[src/rtl/cdr_pkg.sv]
// Shared types for the clock-recovery phase controller: lock FSM states,
// phase-detector vote encoding and the phase-index width helper.
package cdr_pkg;

  typedef enum logic [1:0] {
    ACQUIRE = 2'd0,
    LOCKED  = 2'd1,
    UNLOCK  = 2'd2
  } cdr_state_e;

  typedef enum logic [1:0] {
    NONE  = 2'd0,
    EARLY = 2'd1,
    LATE  = 2'd2
  } cdr_vote_e;

  function automatic int phase_w(input int n);
    return (n > 1) ? $clog2(n) : 1;
  endfunction

endpackage

[src/rtl/cdr_loop_filter.sv]
// Saturating early/late vote accumulator; emits a one-cycle advance/retard
// request in the same cycle the threshold is hit and clears itself.
module cdr_loop_filter
  import cdr_pkg::*;
#(
  parameter  int FilterDepth = 8,
  localparam int AW          = $clog2(FilterDepth) + 2
) (
  input  logic      ref_clk,
  input  logic      rst_n,
  input  logic      bit_en,
  input  logic      hold,
  input  cdr_vote_e vote,
  output logic      adv,
  output logic      ret
);

  localparam logic signed [AW-1:0] ONE = AW'(1);
  localparam logic signed [AW-1:0] POS = AW'(FilterDepth);
  localparam logic signed [AW-1:0] NEG = -POS;

  logic signed [AW-1:0] acc, acc_upd;
  logic                 qual;

  assign qual = bit_en & ~hold;

  always_comb begin
    acc_upd = acc;
    if (qual) begin
      unique case (vote)
        LATE:    acc_upd = acc + ONE;
        EARLY:   acc_upd = acc - ONE;
        default: acc_upd = acc;
      endcase
    end
  end

  // acc only ever touches the threshold for the cycle it is compared
  assign adv = qual & (acc_upd == POS);
  assign ret = qual & (acc_upd == NEG);

  always_ff @(posedge ref_clk) begin
    if (!rst_n)          acc <= '0;
    else if (adv || ret) acc <= '0;
    else                 acc <= acc_upd;
  end

endmodule

[src/rtl/cdr_phase_ctrl.sv]
// CDR phase-select controller: loop filter, wrapping phase register and lock FSM.
// Optional CDR_SLIP_STATS_EN adds a saturating 16-bit phase-step counter port.
module cdr_phase_ctrl
  import cdr_pkg::*;
#(
  parameter int NumPhase    = 5,
  parameter int FilterDepth = 8,
  parameter int LockCount   = 16,
  parameter int UnlockSlips = 4
) (
  input  logic                         ref_clk,
  input  logic                         rst_n,
  input  logic                         sample_valid,
  input  logic                         transition,
  input  logic                         early,
  input  logic                         late,
  input  logic                         hold,
  output logic [phase_w(NumPhase)-1:0] phase_sel,
  output logic [NumPhase-1:0]          phase_sel_oh,
  output logic                         phase_step,
  output logic                         locked,
  output cdr_state_e                   state
`ifdef CDR_SLIP_STATS_EN
  ,
  output logic [15:0]                  slip_count
`endif
);

  localparam int PW = phase_w(NumPhase);
  localparam int CW = $clog2(LockCount + 1);
  localparam int SW = $clog2(UnlockSlips + 1);

  cdr_vote_e      vote;
  cdr_state_e     state_n;
  logic           adv, ret, step, bit_qual;
  logic [CW-1:0]  quiet_cnt, quiet_n, win_cnt, win_n;
  logic [SW-1:0]  slip_cnt, slip_n;

  assign vote     = (late & ~early) ? LATE : (early & ~late) ? EARLY : NONE;
  assign bit_qual = sample_valid & transition & ~hold;
  assign step     = adv | ret;

  cdr_loop_filter #(.FilterDepth(FilterDepth)) u_filt (
    .ref_clk (ref_clk),
    .rst_n   (rst_n),
    .bit_en  (sample_valid & transition),
    .hold    (hold),
    .vote    (vote),
    .adv     (adv),
    .ret     (ret)
  );

  always_ff @(posedge ref_clk) begin
    if (!rst_n) begin
      phase_sel  <= '0;
      phase_step <= 1'b0;
    end else begin
      phase_step <= step;
      if (adv)
        phase_sel <= (phase_sel == PW'(NumPhase - 1)) ? '0 : phase_sel + PW'(1);
      else if (ret)
        phase_sel <= (phase_sel == '0) ? PW'(NumPhase - 1) : phase_sel - PW'(1);
    end
  end

  for (genvar i = 0; i < NumPhase; i++) begin : g_oh
    assign phase_sel_oh[i] = (phase_sel == PW'(i));
  end

  // hold freezes the whole FSM, including the UNLOCK -> ACQUIRE hop
  always_comb begin
    state_n = state;
    quiet_n = quiet_cnt;
    win_n   = win_cnt;
    slip_n  = slip_cnt;
    if (!hold) begin
      unique case (state)
        ACQUIRE: if (bit_qual) begin
          if (step) quiet_n = '0;
          else if (quiet_cnt == CW'(LockCount - 1)) begin
            quiet_n = '0;
            state_n = LOCKED;
          end else quiet_n = quiet_cnt + CW'(1);
        end
        LOCKED: if (bit_qual) begin
          // a step on the wrap bit belongs to the new window
          if (win_cnt == CW'(LockCount - 1)) begin
            win_n  = '0;
            slip_n = SW'(step);
          end else begin
            win_n  = win_cnt + CW'(1);
            slip_n = slip_cnt + SW'(step);
          end
          if (slip_n == SW'(UnlockSlips)) state_n = UNLOCK;
        end
        UNLOCK: begin
          state_n = ACQUIRE;
          quiet_n = '0;
          win_n   = '0;
          slip_n  = '0;
        end
        default: state_n = ACQUIRE;
      endcase
    end
  end

  always_ff @(posedge ref_clk) begin
    if (!rst_n) begin
      state     <= ACQUIRE;
      locked    <= 1'b0;
      quiet_cnt <= '0;
      win_cnt   <= '0;
      slip_cnt  <= '0;
    end else begin
      state     <= state_n;
      locked    <= (state_n == LOCKED);
      quiet_cnt <= quiet_n;
      win_cnt   <= win_n;
      slip_cnt  <= slip_n;
    end
  end

`ifdef CDR_SLIP_STATS_EN
  always_ff @(posedge ref_clk) begin
    if (!rst_n)                            slip_count <= '0;
    else if (step && slip_count != 16'hFFFF) slip_count <= slip_count + 16'd1;
  end
`endif

endmodule
[config.mk]
export PLATFORM = sky130hd
export DESIGN_NAME = cdr_phase_ctrl
export DESIGN_NICKNAME = d
export VERILOG_FILES = /design/src/rtl/cdr_pkg.sv /design/src/rtl/cdr_loop_filter.sv /design/src/rtl/cdr_phase_ctrl.sv
export SDC_FILE = /design/constraint.sdc
export NUM_CORES = 1
export LEC_CHECK = 0
export BUFFER_PORTS_ARGS = -buffer_cell sky130_fd_sc_hd__buf_4
export CORE_MARGIN = 1.5
export CORE_UTILIZATION = 30
export DETAILED_ROUTE_END_ITERATION = 8
export GPL_ROUTABILITY_DRIVEN = 0
export MAX_ROUTING_LAYER = met4
export PLACE_DENSITY = 0.57
export SLEW_MARGIN = 20
export SYNTH_ARGS = -nofsm -noshare
export SYNTH_HDL_FRONTEND = slang
export SYNTH_SLANG_ARGS = --single-unit
[constraint.sdc]
create_clock -name ref_clk -period 6.2 [get_ports ref_clk]
set_input_delay 0.62 -clock ref_clk [delete_from_list [all_inputs] [get_ports ref_clk]]
set_output_delay 0.62 -clock ref_clk [all_outputs]
set_load 0.005 [all_outputs]
==> results.md, run 1 <==
- Leading register cell type out of synthesis: sky130_fd_sc_hd__dfxtp_1
- Kind of path behind the tightest hold check: reg2reg
- Critical path launch point type: input port
- Longest individual stage delay on the worst path: between 0.2 and 0.3 ns
- Die Y-Extent: ~77 µm
- Cells after Synth: ~190
- Required time of the critical path: 6.36 ns
- Number of top-level pins: 19
- Data arrival time of the critical path: between 3 and 4 ns
- Mapped Area: 1640 µm²
- Aggregate negative setup slack: 0 ns
- Total number of placement rows: 26
- Die area: between 5000 and 6000 µm²
- Cell repeated most along the worst path: sky130_fd_sc_hd__ha_1
- CTS H-tree depth: 1
- Post-synth top cells: 25 x sky130_fd_sc_hd__dfxtp_1, 21 x sky130_fd_sc_hd__nand2_1, 14 x sky130_fd_sc_hd__ha_1
- Actual transition at the worst max-transition pin: 0.740 ns
- Kind of critical path: in2reg
- Fraction of registers with async set or reset after synthesis: 0%
- Clock buffers created by TritonCTS: 3
- Number of endpoints failing setup at the final stage: 0
- Max_slew headroom: between 50% and 60%
- Number of antenna violations at the first check in global routing: 0
- Root Buffer Master: sky130_fd_sc_hd__clkbuf_8
- Distinct cell type count of the synthesized netlist: between 50 and 60
- Initial standard-cell utilization of the core: 31.7%
- Number of buffers and inverters on the critical path: 1
- IR Drop Worst-Case VDD: ~130 µV
- Overall overflow remaining after global route: 0
- Leakage component of the power: roughly 0.79 nW
- Layout cell share with drive strength beyond 1: around 17%
- Via total after detailed routing: 1351
- CTS Hold Buffers Added: 0
- Unrepaired setup endpoints after global routing: false
- HPWL Detailed: about 2500 µm
- Port Buffer Count: 18
- Post-synth net total: 210
- Area share of the largest cell type after synthesis: a little under a third
- Register bit count reported by yosys: 25
- Crit path max fanout: 8
- Sequential-to-total area share from yosys stat: between 30% and 40%
- Number of flops mapped to enable cells by yosys: 0
- Most repeated cell in the gate-level netlist after synthesis: sky130_fd_sc_hd__dfxtp_1
- Cell breakdown of the critical path: buf_4 -> ha_1 -> xor2_1 -> ha_1 -> a21oi_1 -> xnor2_1 -> and4_1 -> o211ai_1 -> nand2_1 -> ha_1 -> ha_1 -> xnor2_1 -> nor3_1 -> a41oi_1 -> o211ai_1 -> a21boi_1
- Clk pin slew, worst setup/hold paths: around 0.080 ns
- Count of unresolved DRC violations after routing: 0
- Maximum buffer depth of the clock tree: 2
- Total length of routed wires: between 3000 and 4000 µm
- Post-CTS Setup Repair Bufs: 0
- Net count of the finished layout: 226
- Post-route cell area: ~1900 µm²
- Routed WL per cell: 12.0 µm
- Dominant delay contributor by cell family on the critical path: adder cells
- Worst setup slack after layout: approximately 2.6 ns
- Final period util: a little under three fifths
- Worst setup timing slack at the placement stage: around 2.4 ns
- Final hold vios: 0
- Master of the slowest instance on the critical path: sky130_fd_sc_hd__ha_1
- Clock network latency to the later pin of the worst-skew pair: ~0.26 ns
- Final setup skew: 0.00225 ns
- Sink count of the clock tree: 25
- Post-CTS sizing: 0
- First-pass GRT wire length: between 5000 and 6000 µm
- Area of the core: slightly above 5000 µm²
- Drt first-iter violations: 56
- Total global-route track usage: 12.0%
- Outcome: completed
- Largest net degree at the start of global routing: 26
- Endpoint class of the critical path: register
- Top area cells in the synthesized netlist: sky130_fd_sc_hd__dfxtp_1 31%, sky130_fd_sc_hd__ha_1 11%, sky130_fd_sc_hd__nand2_1 4.8%
- Number of iterations in the first detailed-routing pass: 4
- Clock period minus worst slack: 3.56 ns
- Mean area per synthesized cell: roughly 8.7 µm²
- Via count of the first global-routing pass: around 1300
- Fmax: 281 MHz
- Layout overhead on the synthesized area: 13.8%
- Final antenna-violating net count: 0
- Post-DR vias/cell: about 4.9
- Count of maximum capacitance violations: 0
- Number of max-slew violations in the final report: 0
- Cell type contributing the most total cell area after synthesis: sky130_fd_sc_hd__dfxtp_1
- Die span in x: about 77 µm
- Total power per unit cell area: ~150 nW/µm²
- TritonCTS clock tree: yes
- Synthesis warning total: 0
- Number of diodes: 0
- Total placed instance area: around 1800 µm²
==> area by class of cell <==
type,instances,area [µm²]
clock buffers,4,45.0
inverters,8,30.0
well taps,70,87.6
multi-input cells,149,1070
repair buffers,18,135
fillers,544,3310
flip-flops and latches,25,500
==> per-layer routing <==
layer	part of all wire, %	global-route usage [%]	vias to the layer above
met5	0	-	-
met4	0.55	1.67	0
met3	3.6	2.62	2
met2	44	19.2	27
met1	52	15.9	615
li1	-	-	707
==> kinds of logic (layout without fill, tap and decap cells) <==
family | count (synthesis) | count (layout) | share of synthesized area, %
AOI/OAI and AO/OA | 40 | 40 | 17.2
xor gates and xnor gates | 10 | 10 | 5.81
adders and majority gates | 14 | 14 | 10.7
buffers and inverters | 15 | 30 | 4.35
DFF | 25 | 25 | 30.6
muxes | 4 | 4 | 2.83
and+or+nand+nor | 81 | 81 | 28.6
==> cell usage in the layout, fill, tap and decap left out, types with 2 or more instances in the layout <==
master and instances:
sky130_fd_sc_hd__dfxtp_1 25, sky130_fd_sc_hd__nand2_1 21, sky130_fd_sc_hd__buf_4 18, sky130_fd_sc_hd__ha_1 14
sky130_fd_sc_hd__nor2_1 12, sky130_fd_sc_hd__a21oi_1 9, sky130_fd_sc_hd__nand3_1 9, sky130_fd_sc_hd__inv_1 8
sky130_fd_sc_hd__xnor2_1 7, sky130_fd_sc_hd__nor2b_1 6, sky130_fd_sc_hd__and2_1 4, sky130_fd_sc_hd__o211ai_1 4
sky130_fd_sc_hd__o211a_1 4, sky130_fd_sc_hd__o21ai_0 3, sky130_fd_sc_hd__nor3_1 3, sky130_fd_sc_hd__nand2b_1 3
sky130_fd_sc_hd__and3_1 3, sky130_fd_sc_hd__o31ai_1 3, sky130_fd_sc_hd__clkbuf_8 3, sky130_fd_sc_hd__nor4b_1 2
sky130_fd_sc_hd__a31oi_1 2, sky130_fd_sc_hd__nor3_2 2, sky130_fd_sc_hd__nor4_1 2, sky130_fd_sc_hd__xor2_1 2
sky130_fd_sc_hd__a21boi_1 2, sky130_fd_sc_hd__nor3b_1 2, sky130_fd_sc_hd__nand4_1 2, sky130_fd_sc_hd__o22ai_1 2
sky130_fd_sc_hd__o21ai_1 2, sky130_fd_sc_hd__mux2i_1 2
==> registers in the layout, summed over array words and instances (netlist names) <==
| name | count |
|---|---|
| slip_cnt | 3 |
| locked | 1 |
| phase_sel | 3 |
| quiet_cnt | 5 |
| phase_step | 1 |
| u_filt.acc | 5 |
| state | 2 |
| win_cnt | 5 |
==> power breakdown <==
group | internal, mW | total (mW) | switching (mW)
registers | 0.162 | 0.164 | 0.00188
logic | 0.0123 | 0.0277 | 0.0154
clock network | 0.0459 | 0.0952 | 0.0493
==> stage by stage <==
step                      util [%]  power, mW  hold WS [ns]  instances
after floorplan                  -      0.187         0.421        189
after global placement        35.2      0.195         0.434        270
after detailed placement      35.2      0.195         0.437        270
after CTS                     36.0      0.292         0.450        274
after global routing          36.0      0.301         0.482        274
final                         36.0      0.286         0.444        274
==> final timing paths <==
kind	endpoint	cells past startpoint	from	slack (ns)
setup / recovery	locked	16	early	2.64
hold / removal	win_cnt[4]	2	win_cnt[4]	0.44
setup reg to reg	locked	14	u_filt.acc[1]	3.01
hold reg to reg	win_cnt[4]	2	win_cnt[4]	0.44
==> worst min-delay path, cell delays in order, from the launching register on <==
cell and delay, ns:
sky130_fd_sc_hd__dfxtp_1 0.32, sky130_fd_sc_hd__nand2_1 0.05, sky130_fd_sc_hd__a21oi_1 0.03
No activity file was read; power rests on OpenSTA's default activity.
==> inputs of run 2 (changes only) <==
==> constraint.sdc (replaced) <==
create_clock -name ref_clk -period 3.5 [get_ports ref_clk]
set_input_delay 0.35 -clock ref_clk [delete_from_list [all_inputs] [get_ports ref_clk]]
set_output_delay 0.35 -clock ref_clk [all_outputs]
set_load 0.005 [all_outputs]
==> run 2 against run 1 <==
Flip-flop and latch count did not move. Final cell count is 0.73% higher. Highest routed layer unchanged. Die area unchanged. Total power increased by 79%. Via count increased by 2.6%.
==> results.md, run 2 (synthesis gave the netlist of run 1 again) <==
- Via total after detailed routing: 1386
- Critical register-to-register path endpoint: locked
- Total global-route track usage: between 10% and 20%
- Count of maximum capacitance violations: 0
- Sink count of the clock tree: 25
- Overall overflow remaining after global route: 0
- Maximum buffer depth of the clock tree: 2
- Required time of the critical path: around 3.7 ns
- Actual transition at the worst max-transition pin: 0.761 ns
- Data arrival time of the critical path: roughly 3.2 ns
- Clock network latency to the later pin of the worst-skew pair: roughly 0.27 ns
- Total length of routed wires: ~3300 µm
- Root Buffer Master: sky130_fd_sc_hd__clkbuf_8
- Leakage component of the power: 0.804 nW
- Number of top-level pins: 19
- Net count of the finished layout: ~230
- Placed Instances: approximately 270
- Routed WL per cell: between 10 and 15 µm
- Final hold vios: 0
- Port Buffer Count: 18
- Critical path launch point: u_filt.acc[1]
- Critical R2R Launch: u_filt.acc[1]
- Top flop regs: quiet_cnt: 5 flops, u_filt.acc: 5 flops, win_cnt: 5 flops
- Final antenna-violating net count: 0
- Total number of placement rows: 26
- Fin cells: between 200 and 300
- Kind of path behind the tightest hold check: in2reg
- Unrepaired setup endpoints after global routing: false
- Clock buffers created by TritonCTS: 3
- IR Drop Worst-Case VDD: 251 µV
- Layout overhead on the synthesized area: 14.7%
- Worst setup path endpoint: locked
- HPWL Detailed: between 2000 and 2500 µm
- Path depth of the worst reg2reg path: 13
- Final setup skew: between 0.002 and 0.0025 ns
- Aggregate negative setup slack: 0 ns
- Initial standard-cell utilization of the core: roughly a third
- Clk pin slew, worst setup/hold paths: 0.09 ns
- Number of iterations in the first detailed-routing pass: 4
- CTS H-tree depth: 1
- Clock period minus worst slack: ~3.1 ns
- TritonCTS clock tree: yes
- Post-DR vias/cell: about 5
- Die span in x: 76.9 µm
- Utilization after layout: between 30% and 40%
- Most common cell after layout, fill and taps aside: sky130_fd_sc_hd__dfxtp_1
- Die area: roughly 5900 µm²
- Critical path launch point type: register
- Number of antenna violations at the first check in global routing: 0
- Layout cell share with drive strength beyond 1: about 17%
- Number of diodes: 0
- Number of max-slew violations in the final report: 0
- Via count of the first global-routing pass: approximately 1300
- Post-CTS Setup Repair Bufs: 0
- First-pass GRT wire length: roughly 5600 µm
- Die Y-Extent: 76.9 µm
- Area of the core: around 5200 µm²
- Drt first-iter violations: 64
- Number of filler cells placed in the layout: 550
- Final period util: between 80% and 90%
- Outcome: completed
- Worst reg-to-reg setup slack: between 0.4 and 0.5 ns
- Number of endpoints failing setup at the final stage: 0
- Count of unresolved DRC violations after routing: 0
- Highest-count cells in the layout ignoring fill and taps: 25 x sky130_fd_sc_hd__dfxtp_1, 21 x sky130_fd_sc_hd__nand2_1, 20 x sky130_fd_sc_hd__buf_4
- Endpoint class of the critical path: register
- Max_slew headroom: roughly 49%
- Kind of critical path: reg2reg
- CTS Hold Buffers Added: 0
- Largest net degree at the start of global routing: 26
- Fmax: 325 MHz
- Crit path max fanout: 8
- Post-CTS sizing: 0
- Total power per unit cell area: 272 nW/µm²
## run 2: cell count changes in the layout (fill, tap and decap cells not counted)
cell and change:
sky130_fd_sc_hd__buf_4 +2
## run 2: how the worst min path moves through the flow
stage          slack [ns]  depth (start not counted)        from          to
3_5_place_dp         0.44                          2  win_cnt[4]  win_cnt[4]
2_1_floorplan        0.42                          2  win_cnt[4]  win_cnt[4]
3_3_place_gp         0.43                          2  win_cnt[4]  win_cnt[4]
6_report             0.43                          3       rst_n  win_cnt[2]
4_1_cts              0.42                          3       rst_n  win_cnt[2]
5_1_grt              0.45                          3       rst_n  win_cnt[2]
## run 2: per-stage QoR
| stage | power (mW) | area (µm²) | hold slack (ns) | setup slack, ns |
|---|---|---|---|---|
| 2_1_floorplan | 0.331 | 1640 | 0.421 | 0.332 |
| 3_3_place_gp | 0.346 | 1830 | 0.435 | 0.235 |
| 3_5_place_dp | 0.346 | 1830 | 0.438 | 0.168 |
| 4_1_cts | 0.518 | 1880 | 0.423 | 0.430 |
| 5_1_grt | 0.535 | 1880 | 0.445 | 0.157 |
| 6_report | 0.511 | 1880 | 0.426 | 0.422 |
## run 2: worst max-delay path: stages (launching register included)
cell and delay [ns]:
sky130_fd_sc_hd__dfxtp_1 0.48, sky130_fd_sc_hd__xor2_1 0.11, sky130_fd_sc_hd__ha_1 0.23, sky130_fd_sc_hd__a21oi_1 0.23
sky130_fd_sc_hd__xnor2_1 0.13, sky130_fd_sc_hd__and4_1 0.18, sky130_fd_sc_hd__o211ai_1 0.24, sky130_fd_sc_hd__nand2_1 0.14
sky130_fd_sc_hd__ha_1 0.22, sky130_fd_sc_hd__ha_1 0.29, sky130_fd_sc_hd__nor3_1 0.27, sky130_fd_sc_hd__a41oi_1 0.15
sky130_fd_sc_hd__o211ai_1 0.21, sky130_fd_sc_hd__a21boi_1 0.09
## run 2: cell type report
class | count | area, µm² | area share (%)
sequential | 25 | 500 | 26.6
multi-input combinational | 149 | 1070 | 56.7
tap | 70 | 87.6 | 4.66
inverter | 8 | 30.0 | 1.60
timing repair buffer | 20 | 150 | 7.99
clock buffer | 4 | 45.0 | 2.40
## run 2: where the power goes
part           total [mW]  internal (mW)  switching, mW  leakage [nW]
logic              0.0495         0.0224         0.0272         0.580
registers           0.290          0.286        0.00359         0.202
clock network       0.172         0.0814         0.0905        0.0228
## run 2: layer usage
| metal | share of wire (%) | up-vias | track usage, % |
|---|---|---|---|
| met3 | 3.7 | 2 | 2.62 |
| met5 | 0 | - | - |
| met1 | 50 | 652 | 15.4 |
| met2 | 45 | 24 | 18.1 |
| li1 | - | 708 | - |
| met4 | 0.60 | 0 | 2.22 |
